<file path="src/rtl/delta_mod_pkg.sv">
// Shared definitions for the multi-channel delta modulator: spike polarity
// encodings and width helpers for the channel id and the queued event word.
package delta_mod_pkg;

  localparam logic SPK_ON  = 1'b1;
  localparam logic SPK_OFF = 1'b0;

  // A single-channel build still needs a 1-bit channel field.
  function automatic int ch_width(input int nch);
    return (nch > 1) ? $clog2(nch) : 1;
  endfunction

  // Event word is {channel, polarity}.
  function automatic int evt_width(input int ch_w);
    return ch_w + 1;
  endfunction

endpackage

</file>
<file path="src/rtl/delta_mod_multich_fifo.sv">
// Synchronous spike event FIFO. Pointers carry one extra wrap bit so that
// full and empty are distinguished without a separate occupancy counter.
module spike_event_fifo #(
  parameter int WIDTH = 3,
  parameter int DEPTH = 8
) (
  input  logic             clk,
  input  logic             rst_n,
  input  logic             push,
  input  logic [WIDTH-1:0] push_data,
  input  logic             pop,
  output logic [WIDTH-1:0] pop_data,
  output logic             full,
  output logic             empty
);

  localparam int AW = $clog2(DEPTH);

  logic [AW:0]      wr_ptr_q, wr_ptr_d;
  logic [AW:0]      rd_ptr_q, rd_ptr_d;
  logic [WIDTH-1:0] mem_q [DEPTH];
  logic             do_push;
  logic             do_pop;

  // Flags, guarded push/pop and pointer advance.
  always_comb begin
    empty    = (wr_ptr_q == rd_ptr_q);
    full     = (wr_ptr_q[AW] != rd_ptr_q[AW]) &&
               (wr_ptr_q[AW-1:0] == rd_ptr_q[AW-1:0]);
    do_push  = push & ~full;
    do_pop   = pop & ~empty;
    wr_ptr_d = wr_ptr_q;
    rd_ptr_d = rd_ptr_q;
    if (do_push) wr_ptr_d = wr_ptr_q + {{AW{1'b0}}, 1'b1};
    if (do_pop)  rd_ptr_d = rd_ptr_q + {{AW{1'b0}}, 1'b1};
    pop_data = mem_q[rd_ptr_q[AW-1:0]];
  end

  // Pointer registers; reset discards anything queued.
  always_ff @(posedge clk or negedge rst_n) begin
    if (!rst_n) begin
      wr_ptr_q <= '0;
      rd_ptr_q <= '0;
    end else begin
      wr_ptr_q <= wr_ptr_d;
      rd_ptr_q <= rd_ptr_d;
    end
  end

  // Storage; cleared on reset so the head reads zero out of reset.
  always_ff @(posedge clk or negedge rst_n) begin
    if (!rst_n) begin
      for (int i = 0; i < DEPTH; i++) mem_q[i] <= '0;
    end else if (do_push) begin
      mem_q[wr_ptr_q[AW-1:0]] <= push_data;
    end
  end

endmodule

</file>
<file path="src/rtl/delta_mod_multich.sv">
// Multi-channel delta modulator. Time-multiplexed samples are compared with
// a per-channel reference; threshold crossings produce ON/OFF events queued
// in a FIFO. Each channel has a refractory window after a spike, and the
// reference can be forced per channel through load_prev.
module delta_mod_multich
  import delta_mod_pkg::*;
#(
  parameter int DATA_W     = 8,
  parameter int NCH        = 4,
  parameter int REFRAC_W   = 4,
  parameter int FIFO_DEPTH = 8,
  parameter int STEP_MODE  = 0,
  localparam int CH_W      = ch_width(NCH)
) (
  input  logic                clk,
  input  logic                rst_n,
  input  logic                ena,
  input  logic                in_valid,
  output logic                in_ready,
  input  logic [CH_W-1:0]     in_ch,
  input  logic [DATA_W-1:0]   in_data,
  input  logic [DATA_W-1:0]   threshold,
  input  logic [REFRAC_W-1:0] refrac_cycles,
  input  logic                off_spike_en,
  input  logic                load_prev,
  input  logic [CH_W-1:0]     load_ch,
  input  logic [DATA_W-1:0]   load_value,
  output logic                spk_valid,
  input  logic                spk_ready,
  output logic [CH_W-1:0]     spk_ch,
  output logic                spk_pol,
  output logic [DATA_W-1:0]   prev_dbg
);

  localparam int EVT_W = evt_width(CH_W);

  logic [DATA_W-1:0]   prev_q   [NCH];
  logic [DATA_W-1:0]   prev_d   [NCH];
  logic [REFRAC_W-1:0] refrac_q [NCH];
  logic [REFRAC_W-1:0] refrac_d [NCH];

  logic                fifo_full;
  logic                fifo_empty;
  logic [EVT_W-1:0]    head_evt;
  logic [EVT_W-1:0]    push_evt;

  logic                accept;
  logic                ch_ok;
  logic                load_hit;
  logic                collide;
  logic [DATA_W-1:0]   prev_sel;
  logic [REFRAC_W-1:0] refrac_sel;
  logic [DATA_W:0]     diff;
  logic [DATA_W:0]     thr_ext;
  logic [DATA_W:0]     up_sum;
  logic                is_on;
  logic                is_off;
  logic                spike;
  logic                pol;
  logic [DATA_W-1:0]   prev_new;

  // Sample compare path: select the channel's state, compute the signed
  // change and decide on an event and the new reference.
  always_comb begin
    in_ready   = ena & ~fifo_full;
    accept     = in_valid & in_ready;
    ch_ok      = ({1'b0, in_ch} < (CH_W+1)'(NCH));
    load_hit   = load_prev & ({1'b0, load_ch} < (CH_W+1)'(NCH));
    collide    = load_hit & (load_ch == in_ch);
    prev_sel   = '0;
    refrac_sel = '0;
    prev_dbg   = '0;
    for (int i = 0; i < NCH; i++) begin
      if (in_ch == CH_W'(i)) begin
        prev_sel   = prev_q[i];
        refrac_sel = refrac_q[i];
      end
      if (load_ch == CH_W'(i)) prev_dbg = prev_q[i];
    end
    diff    = {1'b0, in_data} - {1'b0, prev_sel};
    thr_ext = {1'b0, threshold};
    is_on   = $signed(diff) >= $signed(thr_ext);
    is_off  = off_spike_en & ($signed(diff) <= -$signed(thr_ext));
    spike   = accept & ch_ok & (refrac_sel == '0) & (threshold != '0) &
              ~collide & (is_on | is_off);
    pol     = is_on ? SPK_ON : SPK_OFF;
    up_sum  = {1'b0, prev_sel} + thr_ext;
    if (STEP_MODE != 0) begin
      if (is_on) prev_new = up_sum[DATA_W] ? '1 : up_sum[DATA_W-1:0];
      else       prev_new = (prev_sel < threshold) ? '0 : prev_sel - threshold;
    end else begin
      prev_new = in_data;
    end
    push_evt = {in_ch, pol};
  end

  // Per-channel next state: refractory countdown, spike update, then the
  // forced load, which overrides everything for its channel.
  always_comb begin
    for (int i = 0; i < NCH; i++) begin
      prev_d[i]   = prev_q[i];
      refrac_d[i] = refrac_q[i];
      if (ena && (refrac_q[i] != '0)) refrac_d[i] = refrac_q[i] - REFRAC_W'(1);
      if (spike && (in_ch == CH_W'(i))) begin
        prev_d[i]   = prev_new;
        refrac_d[i] = refrac_cycles;
      end
      if (load_hit && (load_ch == CH_W'(i))) begin
        prev_d[i]   = load_value;
        refrac_d[i] = '0;
      end
    end
  end

  // Channel state registers.
  always_ff @(posedge clk or negedge rst_n) begin
    if (!rst_n) begin
      for (int i = 0; i < NCH; i++) begin
        prev_q[i]   <= '0;
        refrac_q[i] <= '0;
      end
    end else begin
      for (int i = 0; i < NCH; i++) begin
        prev_q[i]   <= prev_d[i];
        refrac_q[i] <= refrac_d[i];
      end
    end
  end

  spike_event_fifo #(
    .WIDTH (EVT_W),
    .DEPTH (FIFO_DEPTH)
  ) u_fifo (
    .clk       (clk),
    .rst_n     (rst_n),
    .push      (spike),
    .push_data (push_evt),
    .pop       (spk_ready),
    .pop_data  (head_evt),
    .full      (fifo_full),
    .empty     (fifo_empty)
  );

  // Head presentation; fields read zero whenever nothing is queued.
  always_comb begin
    spk_valid = ~fifo_empty;
    spk_ch    = fifo_empty ? '0 : head_evt[EVT_W-1:1];
    spk_pol   = fifo_empty ? 1'b0 : head_evt[0];
  end

endmodule
</file>
<file path="config.mk">
export PLATFORM = sky130hd
export DESIGN_NAME = delta_mod_multich
export DESIGN_NICKNAME = d
export VERILOG_FILES = /design/src/rtl/delta_mod_pkg.sv /design/src/rtl/delta_mod_multich_fifo.sv /design/src/rtl/delta_mod_multich.sv
export SDC_FILE = /design/constraint.sdc
export NUM_CORES = 1
export LEC_CHECK = 0
export ABC_CLOCK_PERIOD_IN_PS = 5100
export CAP_MARGIN = 40
export CELL_PAD_IN_SITES_DETAIL_PLACEMENT = 2
export CELL_PAD_IN_SITES_GLOBAL_PLACEMENT = 2
export CORE_MARGIN = 2
export CORE_UTILIZATION = 25
export CTS_CLUSTER_DIAMETER = 80
export DETAILED_ROUTE_END_ITERATION = 16
export HOLD_SLACK_MARGIN = 0.03
export PLACE_DENSITY = 0.55
export SLEW_MARGIN = 20
export SYNTH_ARGS = -nofsm -noshare
export SYNTH_HDL_FRONTEND = slang
export SYNTH_SLANG_ARGS = --single-unit
export TNS_END_PERCENT = 10
</file>
<file path="constraint.sdc">
create_clock -name clk -period 5.1 [get_ports clk]
set_input_delay 0.765 -clock clk [delete_from_list [all_inputs] [get_ports clk]]
set_output_delay 0.765 -clock clk [all_outputs]
set_load 0.02 [all_outputs]
</file>
-- Yosys cells after proc, flatten, opt, wreduce, memory -nomap -nowiden
Index checks and enable logic that the tools add are counted.
- flip-flop bits (word level): 80
- word-level logic and storage cells: 128
- reductions and logical operators: 30
- mux-type cells: 41
- equal/unequal tests: 10
- bitwise logic cells: 16
- $lt $le $gt $ge: 5
- $add $sub $neg: 8
- operators with widths (operator ; count):
    $mux W8 ; 16
    $mux W4 ; 16
    $bwmux W24 ; 1
    $reduce_bool A4 Y1 ; 4
    $sub A4 B1 Y4 const B ; 4
    $logic_and A1 B1 Y1 ; 14
    $reduce_bool A3 Y1 ; 4
    $and A1 B1 Y1 ; 10
    $bmux W3 S3 ; 1
    $demux W3 S3 ; 1
    $ge A9 B9 Y1 ; 1
    $le A9 B9 Y1 ; 1
    $mux W3 ; 3
    $neg A8 Y9 ; 1
    $sub A8 B8 Y9 ; 1
    $add A4 B1 Y4 const B ; 2
    $eq A2 B2 Y1 const B ; 4
    $ge A4 B4 Y1 const B ; 2
    $not A3 Y4 ; 2
    $reduce_bool A2 Y1 ; 4
    $reduce_bool A8 Y1 ; 1
    $eq A2 B1 Y1 const B ; 2
    $eq A4 B4 Y1 ; 1
    $logic_not A2 Y1 ; 2
    other kinds (9) ; 12

-- Longest topological paths before layout
Gate-level depths: netlist (run 1).
- depth after elaboration: 13
- mapped depth: 20
- mapped depth without buffers: 17

-- Hierarchy
A second synthesis (run 1) with hierarchy kept.
- cells, all modules: 536
- area total of the unflattened synthesis: 5550.3 µm²
- by module, submodules not included (module ; cells an instance ; times used ; seq. area each (µm²) ; area an instance (µm²)):
    delta_mod_multich ; 422 ; 1 ; 1201.2 ; 3971.3
    spike_event_fifo ; 114 ; 1 ; 800.8 ; 1579.0

-- Worst setup path after synthesis (run 1)
No wires, ideal clock.
- path kind: in2reg
- from: input port in_ch[0]
- to: register u_fifo.mem_q[17] (netlist bit)
- stages: 19
- path slack: -0.362 ns
- data arrival time: 5.336 ns
- buffers on the path: 2
- setup time: 0.125 ns
- cell sequence: buf_1 clkbuf_1 mux4_2 inv_1 ha_1 a21o_1 a21o_1 a21o_1 a21oi_1 o21ai_0 xor2_1 ha_1 and3_1 o2111ai_1 o21a_1 o221ai_4 nand2_4 or4b_4 mux2_4
- word-level cells in the longest chain between the ends: 11
- elaborated cells between the ends (all ways): 26
- those cells by class: add/sub: 1; order compare: 2; eq/ne: 4; mux: 8; bitwise: 9; reduce/logical: 2
- ends and longest elaborated chain (what ; RTL line ; text):
    from (decl) ; delta_mod_multich.sv:20 ; input logic [CH_W-1:0] in_ch,
    $logic_not A2 Y1 ; delta_mod_multich.sv:74 ; if (in_ch == CH_W'(i)) begin
    $mux W8 / $mux W4 (equally long branches) (4 in a row) ; delta_mod_multich.sv:74 ;
    $sub A8 B8 Y9 / $logic_not A4 Y1 (equally long branches) ; delta_mod_multich.sv:80, delta_mod_multich.sv:84 ;
    $le A9 B9 Y1 / $and A1 B1 Y1 (equally long branches) ; delta_mod_multich.sv:83, delta_mod_multich.sv:84 ;
    $and A1 B1 Y1 (on tied branches) ; delta_mod_multich.sv:83, delta_mod_multich.sv:84 ;
    $or A1 B1 Y1 / $and A1 B1 Y1 (equally long branches) ; delta_mod_multich.sv:85, delta_mod_multich.sv:84 ;
    $and A1 B1 Y1 (*) ; delta_mod_multich.sv:85 ; ~collide & (is_on | is_off);
    $and A1 B1 Y1 (*) ; delta_mod_multich_fifo.sv:30 ; do_push = push & ~full;
    to (signal, indexed assignment) ; delta_mod_multich_fifo.sv:55 ; mem_q[wr_ptr_q[AW-1:0]] <= push_data;
    to (decl) ; delta_mod_multich_fifo.sv:21 ; logic [WIDTH-1:0] mem_q [DEPTH];
Every way passes the cells marked *; elsewhere a longest branch is shown, timed or not.
A chain may end at the register's enable or synchronous reset.

-- Worst setup path in the final report (run 1)
- from: input port in_ch[1]
- to: register u_fifo.mem_q[16] (netlist bit)
The elaborated chain is that of the path after synthesis.

==> results.toml, run 1 <==
[run_status]
status = "completed"

[clock_tree]
cts_buffer_depth = 2
cts_tree = "built"
cts_buffers = 9
htree_num_levels = 3
clkSinkCount = 80
clk_latency_ns = 0.35
cts_root_buffer = "clkbuf_16"
clkTransAtPathRegs_ns = 0.07
ctsHoldBuffers = 0

[synth]
synth.net_count = 602
synthAdderAreaFrac_pct = 8.40
ys.flop_type = "dfrtp_1"
syn_area_um2 = 5450
synth-edff-count = 0
postSynth.asyncResetShare_pct = 100
yosys.area.top_type_share_pct = 36.7
synth_top_family_by_area = "multiplexers"
ys_seq_area_share_pct = 36.7
synth_top_cell_by_area = "dfrtp_1"
avgSynthCellArea_um2 = 10.3
synth_compound_area_share_pct = 10.5
synthCells = 527
synth_area_leaders = "dfrtp_1 37%, mux4_2 9.1%, ha_1 8.0%"
synthTopCellsByCount = "80 x dfrtp_1, 55 x nand2_1, 43 x inv_1"
synth.mux.area_fraction_pct = 21.4
ys_ff_latch = 80
yosysUniqueCellTypes = 59
synth_xor_area_share_pct = 4.50
synth_most_common_cell = "dfrtp_1"
synth_warnings = 0
synthSimpleGateAreaFrac_pct = 13.1

[setup_path]
crit_end = "u_fifo.mem_q[16]"
start_kind = "input port"
cp_data_arrival_time_ns = 5.11
critPathLaunch = "in_ch[1]"
cpMaxStageDelayCell = "or4b_4"
crit_chain = "clkdlybuf4s50_1, buf_4, mux4_2, inv_1, ha_1, a21o_1, a21o_1, a21o_1, a21oi_2, o21ai_0, xor2_1, buf_4, ha_1, nor4bb_1, o21ai_1, o221ai_4, nand2_4, or4b_4, mux2_4"
critPathMaxFanout = 6
worstSetupPathDepth = 19
critPathBufInv = 4
critPathKind = "input port to flip-flop"
slowest_delay_ns = 0.56
cp_common_cell = "a21o_1"
critPathTopFamily = "compound AO/OA/AOI/OAI gates"
end_kind = "flip-flop"
reg2reg_to = "u_fifo.mem_q[16]"
r2r_cells = 17
reg2reg_slack_ns = 0.72
critPathRequiredTime_ns = 5.33
r2r_start = "prev_q[9]"

[sta]
hold_violations = 0
finClkSkew_ns = 0.00922
finalSetupViolCount = 0
slew_violations = 0
relSlewSlack_pct = 55.9
whs_ns = 0.321
fin_crit_ns = 4.88
fmax_mhz = 205
rsz0062_at_grt = "false"
tightestPinTransition_ns = 0.659
finalCritPeriodShare_pct = 95.6

[final_layout]
drive_gt1_share_pct = 20.7
regArea_um2 = 2000
final_core_utilization_pct = 32.3
stdcell_area_um2 = 6980
final_net_count = 692
antenna_cells = 0
fillerInstances = 2368
syn_to_final_growth_pct = 28.0
multi_input_area_um2 = 3170

[die]
start_util_pct = 25.2
rows = 54
boundaryPins = 52
dieArea_um2 = 23000
die_w_um = 152
core_area_um2 = 21600
die-height_um = 152

[global_routing]
grt_first_pass_wirelength_um = 29100
first_global_vias = 5056
gr-usage-all-layers_pct = 16.9
overflow = 0
grt_antenna_before_repair = 1
grt_max_degree = 56

[route]
firstDrtPassIters = 4
viasPerCell = 4.86
routedWlPerCell_um = 20.0
drc = 0
via_count = 4380
drt_wl_total_um = 18000
postRouteAntennaNets = 0
drt_iter0_drc = 106

[pwr]
leakagePower_uw = 0.00336
power_density_nw_per_um2 = 402
peakVddDrop_v = 0.000151

[place]
dp_hpwl_um = 13800
placed_cell_area_um2 = 6620
port_buffers = 51
gp_congestion = 0.803

[run]
max_cap_viol_count = 0

[worst_hold_path]
hold_class = "input port to async pin"
[layer usage]
metal	GRT usage (%)	routed length, µm	share of wire (%)
met5	0	0	0
met4	3.89	268	1.5
met3	3.05	388	2.2
met2	30.7	9680	54
met1	20.6	7700	43
[worst reg2reg max path: cells and delay by family, from the launching register on]
kind                       cells  cell delay, ns
and+or+nand+nor                3            0.98
buffers and inverters          2            0.24
AOI/OAI and AO/OA              7            1.27
adders and majority gates      2            0.42
DFF                            1            0.41
muxes                          2            0.78
xor gates and xnor gates       1            0.17
[worst min-delay path by stage]
stage | startpoint | depth (start not counted) | end
after floorplan | u_fifo.mem_q[10] | 1 | u_fifo.mem_q[10]
after global routing | rst_n | 1 | u_fifo.mem_q[21]
final | rst_n | 1 | u_fifo.mem_q[23]
after detailed placement | u_fifo.wr_ptr_q[3] | 1 | u_fifo.wr_ptr_q[3]
after CTS | rst_n | 1 | u_fifo.mem_q[21]
after global placement | u_fifo.rd_ptr_q[3] | 1 | u_fifo.rd_ptr_q[3]
[logic make-up (layout without fill, tap and decap cells)]
kind of cell,count (synthesis),after routing
adder cells (fa/ha/maj),36,36
AO/OA/AOI/OAI,90,90
multiplexers,83,83
AND/OR/NAND/NOR,141,141
XOR/XNOR,28,28
flip-flops,80,80
buffers and inverters,69,164
[area by class of cell]
class / instances / area share, %
Multi-Input combinational cell: 378 / 45.5
Sequential cell: 80 / 28.7
Timing Repair Buffer: 105 / 14.2
Tap cell: 280 / 5.02
Clock buffer: 9 / 3.23
Inverter: 43 / 2.31
Clock inverter: 7 / 1.13
[per-stage QoR]
| stage | setup TNS (ns) | setup slack, ns | total power [µW] | instances |
|---|---|---|---|---|
| 6_report | 0 | 0.225 | 2810 | 902 |
| 5_1_grt | 0 | 0.0159 | 3040 | 902 |
| 4_1_cts | 0 | 0.0132 | 2850 | 899 |
| 3_5_place_dp | -19.75 | -0.401 | 2140 | 883 |
| 3_3_place_gp | -14.79 | -0.353 | 2080 | 881 |
| 2_1_floorplan | 0 | 0.0308 | 1680 | 527 |
[placed cells by master (no fill, tap or decap), types with 19 or more instances in the layout]
master	count
a21oi_1	20
buf_4	48
clkdlybuf4s50_1	49
dfrtp_1	80
ha_1	35
inv_1	43
mux2_2	19
mux2i_1	35
mux4_2	22
nand2_1	55
nor2_1	34
o21ai_0	25
[flip-flops by register name, summed over array words and instances, names as in the netlist]
signal,count
u_fifo.mem_q,24
prev_q,32
u_fifo.wr_ptr_q,4
u_fifo.rd_ptr_q,4
refrac_q,16
[repair_timing]
action                     CTS  global route
buffers inserted             0             1
setup endpoints to repair   26            70
gates resized for setup      2             3
pin swaps                    0             1
[power by group]
part	internal (µW)	leakage [µW]	switching (µW)
clock	385	0.000139	293
combinational	582	0.00220	573
sequential	781	0.00102	192
total	1750	0.00336	1060
Note: power is estimated with default switching activity, not from simulation.
==> run 2: changes to the inputs <==
--- a/config.mk
+++ b/config.mk
@@ -5,7 +5,7 @@
 export SDC_FILE = /design/constraint.sdc
 export NUM_CORES = 1
 export LEC_CHECK = 0
-export ABC_CLOCK_PERIOD_IN_PS = 5100
+export ABC_CLOCK_PERIOD_IN_PS = 4100
 export CAP_MARGIN = 40
 export CELL_PAD_IN_SITES_DETAIL_PLACEMENT = 2
 export CELL_PAD_IN_SITES_GLOBAL_PLACEMENT = 2
@@ -14,7 +14,7 @@
 export CTS_CLUSTER_DIAMETER = 80
 export DETAILED_ROUTE_END_ITERATION = 16
 export HOLD_SLACK_MARGIN = 0.03
-export PLACE_DENSITY = 0.55
+export PLACE_DENSITY = 0.57
 export SLEW_MARGIN = 20
 export SYNTH_ARGS = -nofsm -noshare
 export SYNTH_HDL_FRONTEND = slang
==> constraint.sdc (replaced) <==
create_clock -name clk -period 4.1 [get_ports clk]
set_input_delay 0.615 -clock clk [delete_from_list [all_inputs] [get_ports clk]]
set_output_delay 0.615 -clock clk [all_outputs]
set_load 0.02 [all_outputs]
==> results.toml, run 2 (synthesis gave the netlist of run 1 again) <==
[clock_tree]
clkSinkCount = 80
clk_latency_ns = 0.35
cts_root_buffer = "clkbuf_16"
cts_buffers = 9
htree_num_levels = 3
cts_buffer_depth = 2
ctsHoldBuffers = 0
cts_tree = "built"
clkTransAtPathRegs_ns = 0.07

[global_routing]
use_met3_pct = 2.81
grt_first_pass_wirelength_um = 29400
grt_antenna_before_repair = 0
grt_max_degree = 57
globalRouteMet1Util_pct = 21.7
busiest_layer = "met2"
grt_use_met2_pct = 29.9
gr-usage-all-layers_pct = 17.1
overflow = 0
first_global_vias = 5069

[setup_path]
start_kind = "input port"
critPathBufInv = 2
cp_common_cell = "a21o_1"
critPathKind = "input port to flip-flop"
crit_chain = "buf_12, mux4_2, inv_2, ha_4, a21o_1, a21o_1, a21o_1, a21oi_2, o21ai_2, xor2_1, ha_1, and3_4, o2111ai_2, o21a_1, o221ai_4, nand2_4, or4b_4, mux2_4"
slowest_delay_ns = 0.55
critPathRequiredTime_ns = 4.34
critPathMaxFanout = 7
end_kind = "flip-flop"
cpMaxStageDelayCell = "or4b_4"
cp_data_arrival_time_ns = 4.50
critPathTopFamily = "compound AO/OA/AOI/OAI gates"

[route]
viasPerCell = 4.90
postRouteAntennaNets = 0
drt_iter0_drc = 114
routedWlPerCell_um = 19.8
drt_wl_total_um = 18400
via_count = 4553
drc = 0
firstDrtPassIters = 4

[run_status]
status = "finished with violations"
violations = "negative setup slack"

[pwr]
power_density_nw_per_um2 = 505
leakagePower_uw = 0.00352
peakVddDrop_v = 0.000178

[place]
gp_congestion = 0.802
port_buffers = 51
dp_hpwl_um = 13900

[sta]
setup_tns_ns = -2.86
fin_crit_ns = 4.26
finClkSkew_ns = 0.0100
slew_violations = 0
relSlewSlack_pct = 44.8
finalSetupViolCount = 52
tightestPinTransition_ns = 0.828
setup_ws_ns = -0.161
fmax_mhz = 235
rsz0062_at_grt = "true"
hold_violations = 0
finalCritPeriodShare_pct = 104

[final_layout]
largest-register = "prev_q"
antenna_cells = 0
reg_top3 = "prev_q (32), u_fifo.mem_q (24), refrac_q (16)"
drive_gt1_share_pct = 29.3
largest_reg_flops = 32
final_net_count = 719
syn_to_final_growth_pct = 35.2
final_core_utilization_pct = 34.1
layout_commonest_cell = "dfrtp_1"
final_cell_mix = "80 x dfrtp_1, 70 x buf_4, 55 x nand2_1, 47 x clkdlybuf4s50_1, 41 x inv_1"

[die]
die_w_um = 152
dieArea_um2 = 23000
die-height_um = 152
start_util_pct = 25.2
boundaryPins = 52
rows = 54
core_area_um2 = 21600

[run]
max_cap_viol_count = 0

[worst_hold_path]
hold_class = "input port to async pin"
-- run 2: cell count changes in the layout (fill, tap and decap cells not counted), moves of 4 or more --
cell | before | now
nor2_1 | 34 | 29
mux2i_1 | 35 | 29
a211oi_2 | 0 | 4
o21ai_0 | 25 | 11
buf_4 | 48 | 70
buf_6 | 2 | 6
a211oi_1 | 7 | 3
o21ai_1 | 8 | 21
mux2i_2 | 0 | 5
nor2_2 | 0 | 5
-- run 2: path summary, 6_finish.rpt --
kind                                    start                  to  slack [ns]  cells after the start
max                                  in_ch[0]     u_fifo.mem_q[9]       -0.16                     18
min                                     rst_n    u_fifo.mem_q[23]        0.06                      1
max reg2reg                        prev_q[25]     u_fifo.mem_q[9]       -0.15                     17
min reg2reg                u_fifo.wr_ptr_q[3]  u_fifo.wr_ptr_q[3]        0.49                      1
max in group asynchronous               rst_n           prev_q[1]        3.13                      3
min in group clk           u_fifo.wr_ptr_q[3]  u_fifo.wr_ptr_q[3]        0.49                      1
-- run 2: final cells by class --
| cell class | instances | area [µm²] |
|---|---|---|
| Timing Repair Buffer | 132 | 1220 |
| Tap cell | 280 | 350 |
| Clock inverter | 7 | 77.6 |
| Fill cell | 2333 | 14200 |
| Multi-Input combinational cell | 378 | 3330 |
| Sequential cell | 80 | 2000 |
| Inverter | 43 | 161 |
| Clock buffer | 9 | 225 |
-- run 2: worst reg2reg max path, cell delays in order (launching register included) --
cell and delay, ns:
dfrtp_1 0.39, mux4_2 0.47, inv_2 0.09, ha_4 0.19
a21o_1 0.15, a21o_1 0.18, a21o_1 0.17, a21oi_2 0.16
o21ai_2 0.07, xor2_1 0.18, ha_1 0.31, and3_4 0.19
o2111ai_2 0.09, o21a_1 0.24, o221ai_4 0.30, nand2_4 0.09
or4b_4 0.55, mux2_4 0.33
-- run 2: power breakdown --
group	switching (µW)	internal (µW)	total, µW
combinational	787	881	1670
sequential	244	971	1210
clock	362	480	842
-- run 2: timing repair --
item,CTS,global route
setup buffers,7,9
gates resized for setup,24,49
gates cloned,0,0
setup endpoints to repair,76,76
pin swaps,13,21
-- run 2: metrics by stage --
| stage | setup WS (ns) | cell area [µm²] | hold slack [ns] | total power (µW) | cells |
|---|---|---|---|---|---|
| CTS | -0.346 | 7140 | 0.365 | 3650 | 920 |
| finish | -0.161 | 7370 | 0.0558 | 3730 | 929 |
| global placement | -1.11 | 6740 | 0.484 | 2640 | 897 |
| global route | -0.313 | 7370 | 0.0420 | 4030 | 929 |
| detailed placement | -1.20 | 6740 | 0.481 | 2710 | 897 |
| floorplan | -0.521 | 5500 | 0.319 | 2100 | 527 |
-- run 2: layer usage --
metal | share of wire (%) | up-vias
met5 | 0 | -
met3 | 2.8 | 21
met4 | 1.9 | 0
met2 | 52 | 62
li1 | - | 2122
met1 | 44 | 2348
==> run 3: changes to the inputs <==
--- a/config.mk
+++ b/config.mk
@@ -12,9 +12,11 @@
 export CORE_MARGIN = 2
 export CORE_UTILIZATION = 25
 export CTS_CLUSTER_DIAMETER = 80
+export CTS_CLUSTER_SIZE = 20
 export DETAILED_ROUTE_END_ITERATION = 16
 export HOLD_SLACK_MARGIN = 0.03
 export PLACE_DENSITY = 0.57
+export SKIP_LAST_GASP = 1
 export SLEW_MARGIN = 20
 export SYNTH_ARGS = -nofsm -noshare
 export SYNTH_HDL_FRONTEND = slang
==> results.toml, run 3 (synthesis gave the netlist of run 1 again) <==
[final_layout]
final_cell_mix = "80 x dfrtp_1, 71 x buf_4, 55 x nand2_1, 47 x clkdlybuf4s50_1, 41 x inv_1"
final_net_count = 717
syn_to_final_growth_pct = 34.2
reg_top3 = "prev_q (32), u_fifo.mem_q (24), refrac_q (16)"
drive_gt1_share_pct = 27.8
largest-register = "prev_q"
layout_commonest_cell = "dfrtp_1"
stdcell_area_um2 = 7310
antenna_cells = 0
largest_reg_flops = 32

[die]
die_w_um = 152
rows = 54
dieArea_um2 = 23000
die-height_um = 152
boundaryPins = 52
core_area_um2 = 21600
start_util_pct = 25.2

[sta]
finClkSkew_ns = 0.00946
tightestPinTransition_ns = 0.800
hold_violations = 0
relSlewSlack_pct = 46.6
rsz0062_at_grt = "true"
fmax_mhz = 232
finalSetupViolCount = 61
setup_tns_ns = -5.15
slew_violations = 0
fin_crit_ns = 4.32
finalCritPeriodShare_pct = 105
setup_ws_ns = -0.219

[route]
drc = 0
via_count = 4545
firstDrtPassIters = 4
drt_wl_total_um = 18500
routedWlPerCell_um = 20.0
postRouteAntennaNets = 0
viasPerCell = 4.90
drt_iter0_drc = 135

[place]
dp_hpwl_um = 13900
placed_cell_area_um2 = 6740
gp_congestion = 0.802
port_buffers = 51

[run_status]
violations = "negative setup slack"
status = "finished with violations"

[setup_path]
crit_chain = "buf_12, mux4_2, inv_2, ha_4, a21o_1, a21o_1, a21o_1, a21oi_2, o21ai_2, xor2_1, ha_1, and3_4, o2111ai_2, o21a_1, o221ai_4, nand2_4, or4b_4, mux2_4"
cpMaxStageDelayCell = "or4b_4"
critPathTopFamily = "compound AO/OA/AOI/OAI gates"
end_kind = "flip-flop"
slowest_delay_ns = 0.55
start_kind = "input port"
critPathKind = "input port to flip-flop"
r2r_cells = 17
reg2reg_to = "u_fifo.mem_q[9]"
r2r_start = "prev_q[25]"
critPathRequiredTime_ns = 4.33
critPathBufInv = 2
cp_common_cell = "a21o_1"
cp_data_arrival_time_ns = 4.55
reg2reg_slack_ns = -0.20
critPathMaxFanout = 7

[clock_tree]
cts_tree = "built"
cts_buffer_depth = 2
clk_latency_ns = 0.35
cts_root_buffer = "clkbuf_16"
clkTransAtPathRegs_ns = 0.07
htree_num_levels = 3
clkSinkCount = 80
cts_buffers = 9

[pwr]
p_int_uw = 2300
power_density_nw_per_um2 = 501
peakVddDrop_v = 0.000176
seq_power_share_pct = 33.1
leakagePower_uw = 0.00349
p_sw_share_pct = 37.4
comb_power_share_pct = 44.0
power_switching_uw = 1370
clkPwrFrac_pct = 22.9

[global_routing]
overflow = 0
first_global_vias = 5069
grt_first_pass_wirelength_um = 29400
grt_antenna_before_repair = 0
gr-usage-all-layers_pct = 17.1
grt_max_degree = 57

[worst_hold_path]
hold_class = "input port to async pin"

[run]
max_cap_viol_count = 0
run 3: cell count changes in the layout (fill, tap and decap cells not counted), moves of 2 or more:
cell	change
a211oi_2	-3
nor2_2	-4
o21ai_1	-12
nor2_1	+4
o21ai_0	+11
buf_6	-2
a211oi_1	+3
run 3: through the flow:
| step | util, % | cells | power, µW | hold slack [ns] | setup WS [ns] |
|---|---|---|---|---|---|
| after floorplan | - | 527 | 2100 | 0.319 | -0.521 |
| after global placement | 31.2 | 897 | 2640 | 0.484 | -1.11 |
| after detailed placement | 31.2 | 897 | 2710 | 0.481 | -1.20 |
| after CTS | 33.0 | 920 | 3640 | 0.365 | -0.346 |
| after global routing | 33.8 | 927 | 3980 | 0.0420 | -0.367 |
| final | 33.8 | 927 | 3670 | 0.0573 | -0.219 |
run 3: area by class of cell:
class,instances,area [µm²]
Clock buffer,9,225
Timing Repair Buffer,130,1190
Sequential cell,80,2000
Clock inverter,7,77.6
Inverter,43,161
Fill cell,2333,14300
Multi-Input combinational cell,378,3310
Tap cell,280,350
run 3: power groups by stage:
stage	sequential [µW]	clock [µW]	combinational, µW
6_report	1210	838	1610
5_1_grt	1250	903	1820
4_1_cts	1210	868	1560
3_5_place_dp	1230	0	1490
3_3_place_gp	1210	0	1430
2_1_floorplan	1090	0	1000
run 3: what timing repair did:
action,CTS,global route
resized for setup,20,29
pin swaps,13,16
cloned,0,0
endpoints found under the setup margin,76,76
hold buffers,0,0
setup buffers,7,7
run 3: layer usage:
layer | global-route usage, % | wire [µm]
met5 | 0 | 0
met4 | 4.68 | 384
met3 | 2.81 | 464
met2 | 29.9 | 9490
met1 | 21.7 | 8170
run 3: worst max-delay path by stage:
stage,from,endpoint,slack [ns],cells after the start
6_report,in_ch[0],u_fifo.mem_q[9],-0.22,18
5_1_grt,prev_q[17],u_fifo.mem_q[10],-0.37,17
4_1_cts,in_ch[0],u_fifo.mem_q[11],-0.35,19
3_5_place_dp,in_ch[0],u_fifo.mem_q[14],-1.20,19
3_3_place_gp,in_ch[0],prev_q[13],-1.11,21
2_1_floorplan,in_ch[0],u_fifo.mem_q[15],-0.52,19
